**src/rtl/gps_ca_pkg.sv**
```systemverilog
// Shared constants for the GPS L1 C/A code generator: code geometry, LFSR seed,
// G2 phase-select taps and the chip-rate NCO increment helper.
package gps_ca_pkg;

  localparam int unsigned CA_LEN     = 1023;
  localparam int unsigned NAV_EPOCHS = 20;
  localparam int unsigned LFSR_W     = 10;
  localparam int unsigned MAX_SV     = 36;
  localparam int unsigned TAP_W      = 4;

  localparam logic [LFSR_W-1:0] LFSR_INIT = 10'h3FF;

  // 1-based G2 stage indices combined to form each PRN's delayed G2 output
  typedef struct packed {
    logic [TAP_W-1:0] tap_a;
    logic [TAP_W-1:0] tap_b;
  } g2_taps_t;

  localparam g2_taps_t G2_TAPS [MAX_SV] = '{
    '{4'd2, 4'd6},  '{4'd3, 4'd7},  '{4'd4, 4'd8},  '{4'd5, 4'd9},
    '{4'd1, 4'd9},  '{4'd2, 4'd10}, '{4'd1, 4'd8},  '{4'd2, 4'd9},
    '{4'd3, 4'd10}, '{4'd2, 4'd3},  '{4'd3, 4'd4},  '{4'd5, 4'd6},
    '{4'd6, 4'd7},  '{4'd7, 4'd8},  '{4'd8, 4'd9},  '{4'd9, 4'd10},
    '{4'd1, 4'd4},  '{4'd2, 4'd5},  '{4'd3, 4'd6},  '{4'd4, 4'd7},
    '{4'd5, 4'd8},  '{4'd6, 4'd9},  '{4'd1, 4'd3},  '{4'd4, 4'd6},
    '{4'd5, 4'd7},  '{4'd6, 4'd8},  '{4'd7, 4'd9},  '{4'd8, 4'd10},
    '{4'd1, 4'd6},  '{4'd2, 4'd7},  '{4'd3, 4'd8},  '{4'd4, 4'd9},
    '{4'd5, 4'd10}, '{4'd4, 4'd10}, '{4'd1, 4'd7},  '{4'd2, 4'd8}
  };

  // Nominal NCO increment: 1.023 MHz * 2^phase_w / f_clk (valid for phase_w <= 42)
  function automatic logic [63:0] chip_nco_incr(input logic [63:0] f_clk_hz,
                                                input int unsigned phase_w);
    return (64'd1023000 << phase_w) / f_clk_hz;
  endfunction

endpackage

```
**src/rtl/ca_chip_nco.sv**
```systemverilog
// Chip-rate phase accumulator; the carry out of each accumulate is one chip advance.
module ca_chip_nco #(
  parameter int unsigned PHASE_W = 32
) (
  input  logic               i_clk,
  input  logic               i_reset,
  input  logic               i_enable,
  input  logic               i_load,
  input  logic [PHASE_W-1:0] i_freq,
  output logic               o_adv_c
);

  logic [PHASE_W-1:0] r_phase;
  logic [PHASE_W:0]   w_sum;

  assign w_sum   = {1'b0, r_phase} + {1'b0, i_freq};
  assign o_adv_c = i_enable & ~i_load & w_sum[PHASE_W];

  always_ff @(posedge i_clk) begin
    if (i_reset) begin
      r_phase <= '0;
    end else if (i_load) begin
      r_phase <= '0;
    end else if (i_enable) begin
      r_phase <= w_sum[PHASE_W-1:0];
    end
  end

endmodule

```
**src/rtl/ca_code_gen.sv**
```systemverilog
// GPS L1 C/A Gold-code generator for all PRNs in parallel, with chip index,
// code-epoch and nav-bit-epoch strobes, advanced by a shared chip NCO.
module ca_code_gen
  import gps_ca_pkg::*;
#(
  parameter int unsigned NUM_SV  = 36,
  parameter int unsigned PHASE_W = 32
) (
  input  logic               clk,
  input  logic               reset,
  input  logic               enable,
  input  logic               load,
  input  logic [PHASE_W-1:0] chip_freq,
  output logic [NUM_SV-1:0]  ca_seq,
  output logic [9:0]         chip_idx,
  output logic               chip_stb,
  output logic               epoch,
  output logic               bit_epoch,
  output logic [4:0]         epoch_cnt
);

  localparam int unsigned IDX_W  = 10;
  localparam int unsigned ECNT_W = 5;
  localparam logic [IDX_W-1:0]  CHIP_LAST = IDX_W'(CA_LEN - 1);
  localparam logic [ECNT_W-1:0] ECNT_LAST = ECNT_W'(NAV_EPOCHS - 1);

  logic              w_adv;
  logic [LFSR_W-1:0] r_g1, r_g2, w_g1_nxt, w_g2_nxt;
  logic [IDX_W-1:0]  r_chip_idx, w_idx_nxt;
  logic [ECNT_W-1:0] r_epoch_cnt, w_ecnt_nxt;
  logic [NUM_SV-1:0] r_ca_seq, w_ca_nxt;
  logic              r_chip_stb, r_epoch, r_bit_epoch;
  logic              w_stb_nxt, w_ep_nxt, w_bep_nxt;

  ca_chip_nco #(.PHASE_W(PHASE_W)) u_nco (
    .i_clk    (clk),
    .i_reset  (reset),
    .i_enable (enable),
    .i_load   (load),
    .i_freq   (chip_freq),
    .o_adv_c  (w_adv)
  );

  // Next LFSR/counter state; vector bit k holds LFSR stage k+1
  always_comb begin
    w_g1_nxt   = r_g1;
    w_g2_nxt   = r_g2;
    w_idx_nxt  = r_chip_idx;
    w_ecnt_nxt = r_epoch_cnt;
    w_stb_nxt  = 1'b0;
    w_ep_nxt   = 1'b0;
    w_bep_nxt  = 1'b0;
    if (load) begin
      w_g1_nxt   = LFSR_INIT;
      w_g2_nxt   = LFSR_INIT;
      w_idx_nxt  = '0;
      w_ecnt_nxt = '0;
    end else if (w_adv) begin
      w_stb_nxt = 1'b1;
      if (r_chip_idx == CHIP_LAST) begin
        // Forced reload keeps the code aligned to the epoch even after an upset
        w_g1_nxt  = LFSR_INIT;
        w_g2_nxt  = LFSR_INIT;
        w_idx_nxt = '0;
        w_ep_nxt  = 1'b1;
        if (r_epoch_cnt == ECNT_LAST) begin
          w_ecnt_nxt = '0;
          w_bep_nxt  = 1'b1;
        end else begin
          w_ecnt_nxt = r_epoch_cnt + ECNT_W'(1);
        end
      end else begin
        w_g1_nxt  = {r_g1[LFSR_W-2:0], r_g1[2] ^ r_g1[9]};
        w_g2_nxt  = {r_g2[LFSR_W-2:0],
                     r_g2[1] ^ r_g2[2] ^ r_g2[5] ^ r_g2[7] ^ r_g2[8] ^ r_g2[9]};
        w_idx_nxt = r_chip_idx + IDX_W'(1);
      end
    end
  end

  for (genvar i = 0; i < NUM_SV; i++) begin : g_prn
    localparam logic [TAP_W-1:0] TA = G2_TAPS[i].tap_a - 4'd1;
    localparam logic [TAP_W-1:0] TB = G2_TAPS[i].tap_b - 4'd1;
    assign w_ca_nxt[i] = w_g1_nxt[LFSR_W-1] ^ w_g2_nxt[TA] ^ w_g2_nxt[TB];
  end

  always_ff @(posedge clk) begin
    if (reset) begin
      r_g1        <= LFSR_INIT;
      r_g2        <= LFSR_INIT;
      r_chip_idx  <= '0;
      r_epoch_cnt <= '0;
      r_ca_seq    <= '1;
      r_chip_stb  <= 1'b0;
      r_epoch     <= 1'b0;
      r_bit_epoch <= 1'b0;
    end else begin
      r_g1        <= w_g1_nxt;
      r_g2        <= w_g2_nxt;
      r_chip_idx  <= w_idx_nxt;
      r_epoch_cnt <= w_ecnt_nxt;
      r_ca_seq    <= w_ca_nxt;
      r_chip_stb  <= w_stb_nxt;
      r_epoch     <= w_ep_nxt;
      r_bit_epoch <= w_bep_nxt;
    end
  end

  assign ca_seq    = r_ca_seq;
  assign chip_idx  = r_chip_idx;
  assign chip_stb  = r_chip_stb;
  assign epoch     = r_epoch;
  assign bit_epoch = r_bit_epoch;
  assign epoch_cnt = r_epoch_cnt;

endmodule
```
**config.mk**
```make
export PLATFORM = sky130hd
export DESIGN_NAME = ca_code_gen
export DESIGN_NICKNAME = d
export VERILOG_FILES = /design/src/rtl/gps_ca_pkg.sv /design/src/rtl/ca_chip_nco.sv /design/src/rtl/ca_code_gen.sv
export SDC_FILE = /design/constraint.sdc
export NUM_CORES = 1
export LEC_CHECK = 0
export BUFFER_PORTS_ARGS = -buffer_cell sky130_fd_sc_hd__buf_2
export CORE_ASPECT_RATIO = 0.75
export CORE_MARGIN = 3
export CORE_UTILIZATION = 32
export CTS_BUF_LIST = sky130_fd_sc_hd__clkbuf_2
export DETAILED_ROUTE_END_ITERATION = 8
export PLACE_DENSITY = 0.53
export SYNTH_ARGS = -nofsm -noshare
export SYNTH_HDL_FRONTEND = slang
export SYNTH_HIERARCHICAL = 1
export SYNTH_SLANG_ARGS = --single-unit
```
**constraint.sdc**
```tcl
create_clock -name clk -period 5.2 [get_ports clk]
set_input_delay 1.56 -clock clk [delete_from_list [all_inputs] [get_ports clk]]
set_output_delay 1.56 -clock clk [all_outputs]
set_load 0.01 [all_outputs]
```
==> key figures, run 1 <==
Run status
  – Status: completed

STA
  – Worst Skew: 0.0465 ns
  – Final period util: 87.6%
  – Period minus WS final: 4.55 ns
  – Total Neg Setup Slack: 0 ns
  – Final setup viols: 0
  – Slew Viols, Final: 0
  – Fmax: 0.220 GHz
  – RSZ-0062 raised after global routing: false
  – Worst setup margin: 0.647 ns
  – Slew headroom: 43.6%
  – Final hold slack: 0.477 ns
  – Final Hold Fails: 0
  – Worst-margin pin slew: 0.845 ns

Global route
  – Antenna violations before repair: 1
  – Grt ovf: 0
  – First-pass GRT wire length: 25.1 mm
  – GR Util All Layers: 15.1%
  – Largest net degree at the start of global routing: 30
  – Number of global-route vias before repair: 4,742

Hold path
  – Min-Delay Path Depth: 2
  – Hold Crit Class: register to register
  – WHS Endpoint: u_nco/r_phase[25]$_SDFFE_PP0P_
  – Hold wc startpoint: u_nco/r_phase[25]$_SDFFE_PP0P_

Logic synthesis
  – Sequential share of the synthesized area: 34.8%
  – Ys async rst share: 0%
  – Synth warn: 6
  – Yosys reg bits: 106
  – Syn avg cell area: 8.95 µm²
  – Synth Flop Type: dfxtp_1
  – Post-synth net total: 754
  – Post-Syn Instances: 682
  – Synth cell types: 74
  – EDFF count, synth: 0
  – Cell Area, Synth: 6110 µm²

Worst setup path
  – Crit-path max FO: 26
  – Flop2flop setup slack: 1.27 ns
  – Critical path start-end classification: input port to register
  – FF-to-FF path depth: 16
  – R2r startpoint: u_nco/r_phase[11]$_SDFFE_PP0P_
  – CP arrival: 5.04 ns
  – Crit end category: register
  – Worst Setup Start Kind: input port
  – Worst EP required: 5.69 ns
  – Worst r2r dst: ca_seq[1]$_SDFF_PP1_

Placed design
  – DP HPWL: 11.6 mm
  – IO buf count: 89
  – Dpl ws: 0.0327 ns
  – RD Place Congestion: 0.796

Power
  – Peak supply drop: 82.0 µV
  – Cell Pwr Density: 210 nW/µm²
  – Power Total: 1.48 mW
  – Static leakage: 2.98 nW

Clock network
  – Worst skew pair latency: 0.63 ns
  – TritonCTS clock tree: built
  – Hold Buf Count CTS: 0
  – Clk buf depth: 2
  – PostCTS Resize Cnt: 0
  – Post-CTS setup buffer count: 0
  – CTS H-tree depth: 3
  – CTS Sinks: 106
  – CTS Root Cell: clkbuf_2
  – Clk pin slew, worst setup/hold paths: 0.33 ns
  – CTS Buf Count: 9

Floorplanning
  – Overall die height: 126 µm
  – Die Width: 166 µm
  – # rows: 43
  – Initial Utilization: 32.8%
  – I/O pin count: 90
  – Die Area: 20,800 µm²
  – Core Box Area: 18,600 µm²

Route
  – First-pass DRT Iterations: 5
  – Mean routed wirelength per cell: 15.0 µm
  – DRC Markers: 0
  – Detailed Route WL: 15.4 mm
  – Via count: 4,994
  – DRT antenna net count: 0
  – Iteration-0 DRC count of the detailed router: 197
  – Via density: 4.84

Finish
  – Layout cells sized above 1: 20.7%
  – Area of the multi-input gates: 3780 µm²
  – Final-layout fill cell count: 1,961
  – Area growth syn-to-layout: 15.2%
  – Sequential cell area: 2120 µm²
  – Fin nets: 849

Flow run
  – Max-cap violations: 0
==> state kept, by name, summed over array words and instances (netlist names) <==
name	cells
r_g2	10
bit_epoch	1
chip_stb	1
u_nco/r_phase	32
chip_idx	10
epoch_cnt	5
ca_seq	36
r_g1	10
epoch	1
==> metal layers <==
layer	routed length [µm]	GRT usage [%]	part of all wire [%]
met3	798	4.24	5.2
met5	0	0	0
met1	8490	23.6	55
met4	95	2.64	0.62
met2	6050	20.8	39
==> cell usage after synthesis, drive strengths merged, types with 18 or more instances <==
cell | number | area share (%)
clkbuf | 18 | 1.1
o21ai | 32 | 2.7
a21oi | 37 | 3.0
nand3 | 18 | 1.7
ha | 35 | 7.2
dfxtp | 106 | 35
xnor2 | 45 | 6.5
nand2 | 85 | 5.2
nor2 | 57 | 3.6
a21o | 20 | 2.5
mux2i | 35 | 5.9
xor2 | 34 | 5.0
==> worst max-delay path: stages <==
cell and delay (ns):
buf_2 0.10, ha_1 0.34, nand2_1 0.13, o211a_1 0.26
o211ai_1 0.16, a31oi_1 0.10, o31a_1 0.34, nand4b_4 0.19
a2111oi_4 0.42, buf_12 0.23, buf_4 0.23, mux2i_1 0.40
xnor2_1 0.16, nor2_1 0.05, buf_4 0.16, xor2_1 0.12
nand2_1 0.06
==> how the worst max path moves through the flow <==
stage                                  to  slack [ns]  depth (start not counted)     startpoint
floorplan           ca_seq[34]$_SDFF_PP1_        0.47                         15   chip_freq[0]
global placement     ca_seq[6]$_SDFF_PP1_        0.09                         16   chip_freq[0]
detailed placement  ca_seq[30]$_SDFF_PP1_        0.03                         17  chip_freq[11]
CTS                  ca_seq[1]$_SDFF_PP1_        0.75                         17  chip_freq[11]
global route         ca_seq[1]$_SDFF_PP1_        0.45                         17  chip_freq[11]
finish               ca_seq[1]$_SDFF_PP1_        0.65                         17  chip_freq[11]
==> logic make-up after synthesis <==
kind of cell,count (synthesis),synth area share (%)
AND/OR/NAND/NOR,229,18.4
AO/OA/AOI/OAI,149,18.0
flip-flops,106,34.8
XOR/XNOR,80,11.8
buffers and inverters,46,3.40
multiplexers,36,6.13
adder cells (fa/ha/maj),36,7.50
==> layout by cell type (no fill, tap or decap), types with 28 or more instances in the layout <==
cell type	n
xor2_1	33
dfxtp_1	106
o21ai_0	28
buf_2	89
mux2i_1	34
ha_1	35
xnor2_1	45
nor2_1	54
a21oi_1	37
nand2_1	85
==> power by group <==
| part | leakage, nW | total, mW | internal (mW) | switching (mW) |
|---|---|---|---|---|
| sequential | 0.859 | 0.838 | 0.830 | 0.00781 |
| clock | 0.0644 | 0.377 | 0.0720 | 0.305 |
| combinational | 2.05 | 0.262 | 0.111 | 0.151 |
==> stage by stage <==
stage / std cells / instance area [µm²] / utilization, %
final: 1031 / 7030 / 37.8
after global routing: 1031 / 7030 / 37.8
after CTS: 1029 / 7030 / 37.7
after detailed placement: 1013 / 6930 / 37.2
after global placement: 1013 / 6930 / 37.2
after floorplan: 682 / 6110 / -
==> final cells by class <==
class                   count  area share (%)
diodes                      2          0.0712
clock buffers              10           0.712
clock inverters             6           0.712
inverters                  13           0.694
multi-input cells         530            53.7
flip-flops and latches    106            30.2
well taps                 247            4.40
repair buffers            117            9.50
No activity file was read; power rests on OpenSTA's default activity.
==> run 2: changes to the inputs <==
clock period = 5.1 ns   (was 5.2 ns; I/O delays follow)
==> run 2 against run 1 <==
Via count is 1.6% higher. Non-clock buffer count is 3 higher. First-iteration DRC count is 25% higher. Final area is 1.4% higher. Utilization is 0.53 points higher. Largest power group unchanged. Flip-flop and latch count stayed put. Highest routed layer unchanged. Clock skew is 0.0030 ns higher. Cell count is 0.39% higher. Die area stayed put. Routed wire length is 0.71% higher. Worst setup slack better by 0.054 ns. Register-to-register slack better by 0.07 ns.
==> key figures, run 2 (synthesized netlist as in run 1, its figures left out) <==
Run status
  – Status: completed

Worst setup path
  – Max stage delay on crit path: 0.42 ns (about the same)
  – Crit. path cell count: 16 (-1)
  – Largest delay share family, worst path: compound AO/OA/AOI/OAI gates
  – Critical-path cell list: buf_2, ha_1, fa_1, a21o_1, a221oi_2, o21ai_2, a31oi_1, o31a_1, nand4b_4, a2111oi_4, buf_12, and2_1, and3_1, nor2_1, xor2_1, nand2_1
  – Crit-path max FO: 11 (-58%)
  – FF-to-FF path depth: 15 (-1)
  – Crit end category: register
  – Worst Path Buf+Inv: 2 (-2)
  – Worst Setup Start Kind: input port
  – Critical path start-end classification: input port to register
  – Worst EP required: 5.66 ns (-0.03 ns)
  – CP arrival: 4.96 ns (-0.08 ns)
  – Slowest-stage cell, CP: nor2_1

Clock network
  – Clk pin slew, worst setup/hold paths: 0.34 ns (about the same)
  – TritonCTS clock tree: built
  – Post-CTS setup buffer count: 0 (unchanged)
  – Hold Buf Count CTS: 0 (unchanged)
  – CTS H-tree depth: 3 (unchanged)
  – CTS Buf Count: 9 (unchanged)
  – CTS Root Cell: clkbuf_2
  – CTS Sinks: 106 (unchanged)
  – PostCTS Resize Cnt: 0 (unchanged)
  – Worst skew pair latency: 0.65 ns (+0.02 ns)
  – Clk buf depth: 2 (unchanged)

Floorplanning
  – Overall die height: 126 µm (unchanged)
  – Die Width: 166 µm (unchanged)
  – Initial Utilization: 32.8% (unchanged)
  – # rows: 43 (unchanged)
  – Die Area: 20,800 µm² (unchanged)
  – I/O pin count: 90 (unchanged)
  – Core Box Area: 18,600 µm² (unchanged)

Power
  – Cell Pwr Density: 228 nW/µm² (+8.5%)
  – Static leakage: 3.03 nW (+1.8%)
  – Peak supply drop: 119 µV (+45%)

Global route
  – Largest net degree at the start of global routing: 37 (+23%)
  – Number of global-route vias before repair: 4,825 (+1.8%)
  – First-pass GRT wire length: 25.2 mm (+0.30%)
  – GR Util All Layers: 15.2% (+0.039 points)
  – Grt ovf: 0 (unchanged)
  – Antenna violations before repair: 2 (+1)

STA
  – RSZ-0062 raised after global routing: false
  – Slew Viols, Final: 0 (unchanged)
  – Worst Skew: 0.0495 ns (+0.00304 ns)
  – Fmax: 0.227 GHz
  – Total Neg Setup Slack: 0 ns (unchanged)
  – Final setup viols: 0 (unchanged)
  – Worst-margin pin slew: 0.629 ns (-0.216 ns)
  – Slew headroom: 57.9% (+14 points)
  – Final period util: 86.3%
  – Final Hold Fails: 0 (unchanged)
  – Period minus WS final: 4.40 ns

Hold path
  – Min-Delay Path Depth: 2 (unchanged)
  – Hold Crit Class: register to register

Finish
  – Sequential cell area: 2120 µm² (unchanged)
  – Commonest non-fill, non-tap cell in the layout: dfxtp_1
  – Area of the multi-input gates: 3780 µm² (unchanged)
  – Area growth syn-to-layout: 16.8%
  – Fin nets: 852 (+0.35%)
  – Final-layout fill cell count: 1,952 (-0.46%)
  – Max FFs per register: 36 (unchanged)
  – Final core utilization: 38.3% (+0.53 points)
  – Layout cells sized above 1: 21.0% (+0.30 points)
  – Most frequent cells in the layout: dfxtp_1 (106), buf_2 (89), nand2_1 (85)

Placed design
  – IO buf count: 89 (unchanged)
  – RD Place Congestion: 0.860 (+8.2%)
  – DP HPWL: 11.8 mm (+1.3%)

Route
  – DRC Markers: 0 (unchanged)
  – Via count: 5,076 (+1.6%)
  – Mean routed wirelength per cell: 15.0 µm (+0.32%)
  – Via density: 4.90 (+1.2%)
  – DRT antenna net count: 0 (unchanged)
  – First-pass DRT Iterations: 4 (-1)
  – Detailed Route WL: 15.5 mm (+0.71%)
  – Iteration-0 DRC count of the detailed router: 246 (+25%)

Flow run
  – Max-cap violations: 0 (unchanged)
[run 2: cell type report]
type                       instances  area share, %
antenna                            3          0.105
clock buffer                       9          0.632
clock inverter                     7           1.63
timing repair buffer             120           9.86
tap                              247           4.33
multi-input combinational        530           53.0
sequential                       106           29.8
inverter                          13          0.684
[run 2: worst paths after layout]
path	start	endpoint	slack [ns]
min	u_nco/r_phase[25]$_SDFFE_PP0P_	u_nco/r_phase[25]$_SDFFE_PP0P_	0.47
min reg2reg	u_nco/r_phase[25]$_SDFFE_PP0P_	u_nco/r_phase[25]$_SDFFE_PP0P_	0.47
max reg2reg	u_nco/r_phase[0]$_SDFFE_PP0P_	ca_seq[33]$_SDFF_PP1_	1.34
max	chip_freq[0]	ca_seq[33]$_SDFF_PP1_	0.70
[run 2: worst register-to-register path: cells and delay by family, from the launching register on]
family                     cells  cell delay (ns)
AOI/OAI and AO/OA              6             1.23
buffers and inverters          1             0.18
adders and majority gates      2             0.61
and+or+nand+nor                5             1.11
xor gates and xnor gates       1             0.19
DFF                            1             0.38
[run 2: per-stage QoR]
step | setup slack (ns) | cell area, µm² | std cells | hold slack (ns) | power [mW]
floorplan | 0.403 | 6110 | 682 | 0.429 | 1.06
global placement | 0.111 | 6960 | 1016 | 0.441 | 1.13
detailed placement | 0.0145 | 6960 | 1016 | 0.448 | 1.13
CTS | 0.772 | 7120 | 1032 | 0.475 | 1.66
global route | 0.474 | 7130 | 1034 | 0.496 | 1.72
finish | 0.701 | 7130 | 1035 | 0.470 | 1.63
[run 2: where the power goes]
| part | switching [mW] | total (mW) | internal (mW) |
|---|---|---|---|
| sequential | 0.00790 | 0.855 | 0.847 |
| clock | 0.326 | 0.505 | 0.179 |
| combinational | 0.154 | 0.266 | 0.112 |
[run 2: routing by layer]
metal,up-vias,wire (µm),global-route usage [%]
met4,0,173,3.03
met1,2359,8500,23.8
met3,10,850,4.18
li1,2610,-,-
met2,97,6020,20.5
met5,-,0,0
==> run 3: changes to the inputs <==
CORE_UTILIZATION = 40   (was 32)
PLACE_DENSITY = 0.62   (was 0.53)
==> run 3 against run 2 <==
Utilization up 9.4 points. Total power is 5.5% lower. Routed wire length down 1.5%. Cell count shrank 4.9%. Via count increased by 1.1%. Largest power group unchanged.
==> key figures, run 3 (synthesized netlist as in run 1, its figures left out) <==
Clock network
  – CTS Sinks: 106 (unchanged)
  – CTS H-tree depth: 3 (unchanged)
  – Clk pin slew, worst setup/hold paths: 0.30 ns (-0.04 ns)
  – PostCTS Resize Cnt: 0 (unchanged)
  – TritonCTS clock tree: built
  – Worst skew pair latency: 0.62 ns (-0.03 ns)
  – Post-CTS setup buffer count: 0 (unchanged)
  – CTS Root Cell: clkbuf_2
  – Clk buf depth: 2 (unchanged)
  – CTS Buf Count: 9 (unchanged)
  – Hold Buf Count CTS: 0 (unchanged)

Global route
  – Largest net degree at the start of global routing: 37 (unchanged)
  – Antenna violations before repair: 1 (-1)
  – GR Util All Layers: 18.3% (+3.1 points)
  – Grt ovf: 0 (unchanged)
  – First-pass GRT wire length: 24.8 mm (-1.6%)
  – Number of global-route vias before repair: 4,954 (+2.7%)

Worst setup path
  – Critical-path cell list: buf_2, ha_1, fa_1, a21o_1, a221oi_2, o21ai_2, a31oi_1, o31a_1, nand4b_4, a2111oi_4, buf_12, mux2i_4, or4_1, a21o_1, nand3_1, mux2i_1
  – Flop2flop setup slack: 1.32 ns (-0.02 ns)
  – Slowest-stage cell, CP: or4_1
  – Worst Setup Start Kind: input port
  – Worst EP required: 5.62 ns (-0.04 ns)
  – CP arrival: 4.94 ns (-0.02 ns)
  – Critical path start-end classification: input port to register
  – Crit-path max FO: 13 (+2)
  – CP dominant cell by count: a21o_1
  – Crit end category: register
  – Max stage delay on crit path: 0.51 ns (+0.09 ns)

STA
  – Slew headroom: 55.0% (-2.9 points)
  – Final Hold Fails: 0 (unchanged)
  – Slew Viols, Final: 0 (unchanged)
  – Worst setup margin: 0.680 ns (-0.0204 ns)
  – Final hold slack: 0.482 ns (+0.0126 ns)
  – Period minus WS final: 4.42 ns (+0.0204 ns)
  – Worst-margin pin slew: 0.672 ns (+0.0430 ns)
  – Final period util: 86.7% (+0.40 points)
  – Worst Skew: 0.0352 ns (-0.0143 ns)
  – Final setup viols: 0 (unchanged)
  – RSZ-0062 raised after global routing: false
  – Fmax: 0.226 GHz (-0.46%)
  – Total Neg Setup Slack: 0 ns (unchanged)

Route
  – Detailed Route WL: 15.3 mm (-1.5%)
  – Via density: 5.22 (+6.4%)
  – DRC Markers: 0 (unchanged)
  – First-pass DRT Iterations: 5 (+1)
  – Mean routed wirelength per cell: 15.6 µm (+3.6%)
  – Via count: 5,134 (+1.1%)
  – Iteration-0 DRC count of the detailed router: 255 (+3.7%)
  – DRT antenna net count: 0 (unchanged)

Placed design
  – DP HPWL: 11.6 mm (-1.7%)
  – Dpl ws: 0.0138 ns (-0.000723 ns)
  – IO buf count: 89 (unchanged)
  – RD Place Congestion: 0.907 (+5.4%)

Power
  – Cell Pwr Density: 220 nW/µm² (-3.7%)
  – Static leakage: 2.99 nW (-1.3%)
  – Peak supply drop: 147 µV (+24%)

Finish
  – Most frequent cells in the layout: dfxtp_1 (106), buf_2 (89), nand2_1 (85)
  – Sequential cell area: 2120 µm² (unchanged)
  – Commonest non-fill, non-tap cell in the layout: dfxtp_1
  – Layout cells sized above 1: 20.6% (-0.46 points)
  – Final core utilization: 47.7% (+9.4 points)
  – Area of the multi-input gates: 3780 µm² (unchanged)
  – Fin nets: 850 (-0.23%)
  – Final-layout fill cell count: 1,431 (-27%)
  – Area growth syn-to-layout: 14.7%
  – Max FFs per register: 36 (unchanged)

Floorplanning
  – Overall die height: 113 µm (-10%)
  – Die Width: 149 µm (-10%)
  – Initial Utilization: 41.6% (+8.8 points)
  – I/O pin count: 90 (unchanged)
  – Die Area: 16,800 µm² (-19%)
  – # rows: 38 (-12%)
  – Core Box Area: 14,700 µm² (-21%)

Flow run
  – Max-cap violations: 0 (unchanged)

Run status
  – Status: completed

Hold path
  – Hold Crit Class: register to register
## run 3: per-layer routing
metal	part of all wire (%)	GRT usage, %
met1	50	26.3
met5	0	0
met3	6.1	4.48
met2	43	27.9
met4	0.84	3.57
## run 3: worst paths after layout
check / from / end / cells after the start
worst max register to register: u_nco/r_phase[0]$_SDFFE_PP0P_ / ca_seq[22]$_SDFF_PP1_ / 15
worst min-delay path: u_nco/r_phase[25]$_SDFFE_PP0P_ / u_nco/r_phase[25]$_SDFFE_PP0P_ / 2
worst min register to register: u_nco/r_phase[25]$_SDFFE_PP0P_ / u_nco/r_phase[25]$_SDFFE_PP0P_ / 2
worst max-delay path: chip_freq[0] / ca_seq[22]$_SDFF_PP1_ / 16
## run 3: per-stage QoR
step | instances | area, µm² | power, mW
2_1_floorplan | 682 | 6110 | 1.06
3_3_place_gp | 967 | 6890 | 1.13
3_5_place_dp | 967 | 6890 | 1.13
4_1_cts | 983 | 7000 | 1.56
5_1_grt | 984 | 7000 | 1.62
6_report | 984 | 7000 | 1.54
## run 3: area by class of cell
| cell class | instances | share of cell area, % |
|---|---|---|
| sequential | 106 | 30.3 |
| inverter | 13 | 0.697 |
| clock buffer | 10 | 0.715 |
| antenna | 1 | 0.0357 |
| multi-input combinational | 530 | 54.0 |
| clock inverter | 6 | 0.893 |
| timing repair buffer | 118 | 9.83 |
| tap | 200 | 3.57 |
## run 3: worst max-delay path: cells and delay by family
family,cells,cell delay (ns)
AO/OA/AOI/OAI,7,1.39
adder cells (fa/ha/maj),2,0.64
buffers and inverters,2,0.28
multiplexers,2,0.27
AND/OR/NAND/NOR,3,0.81
## run 3: power by group
part	leakage (nW)	internal, mW	switching [mW]
logic	2.06	0.111	0.156
registers	0.859	0.846	0.00809
clock network	0.0680	0.116	0.300
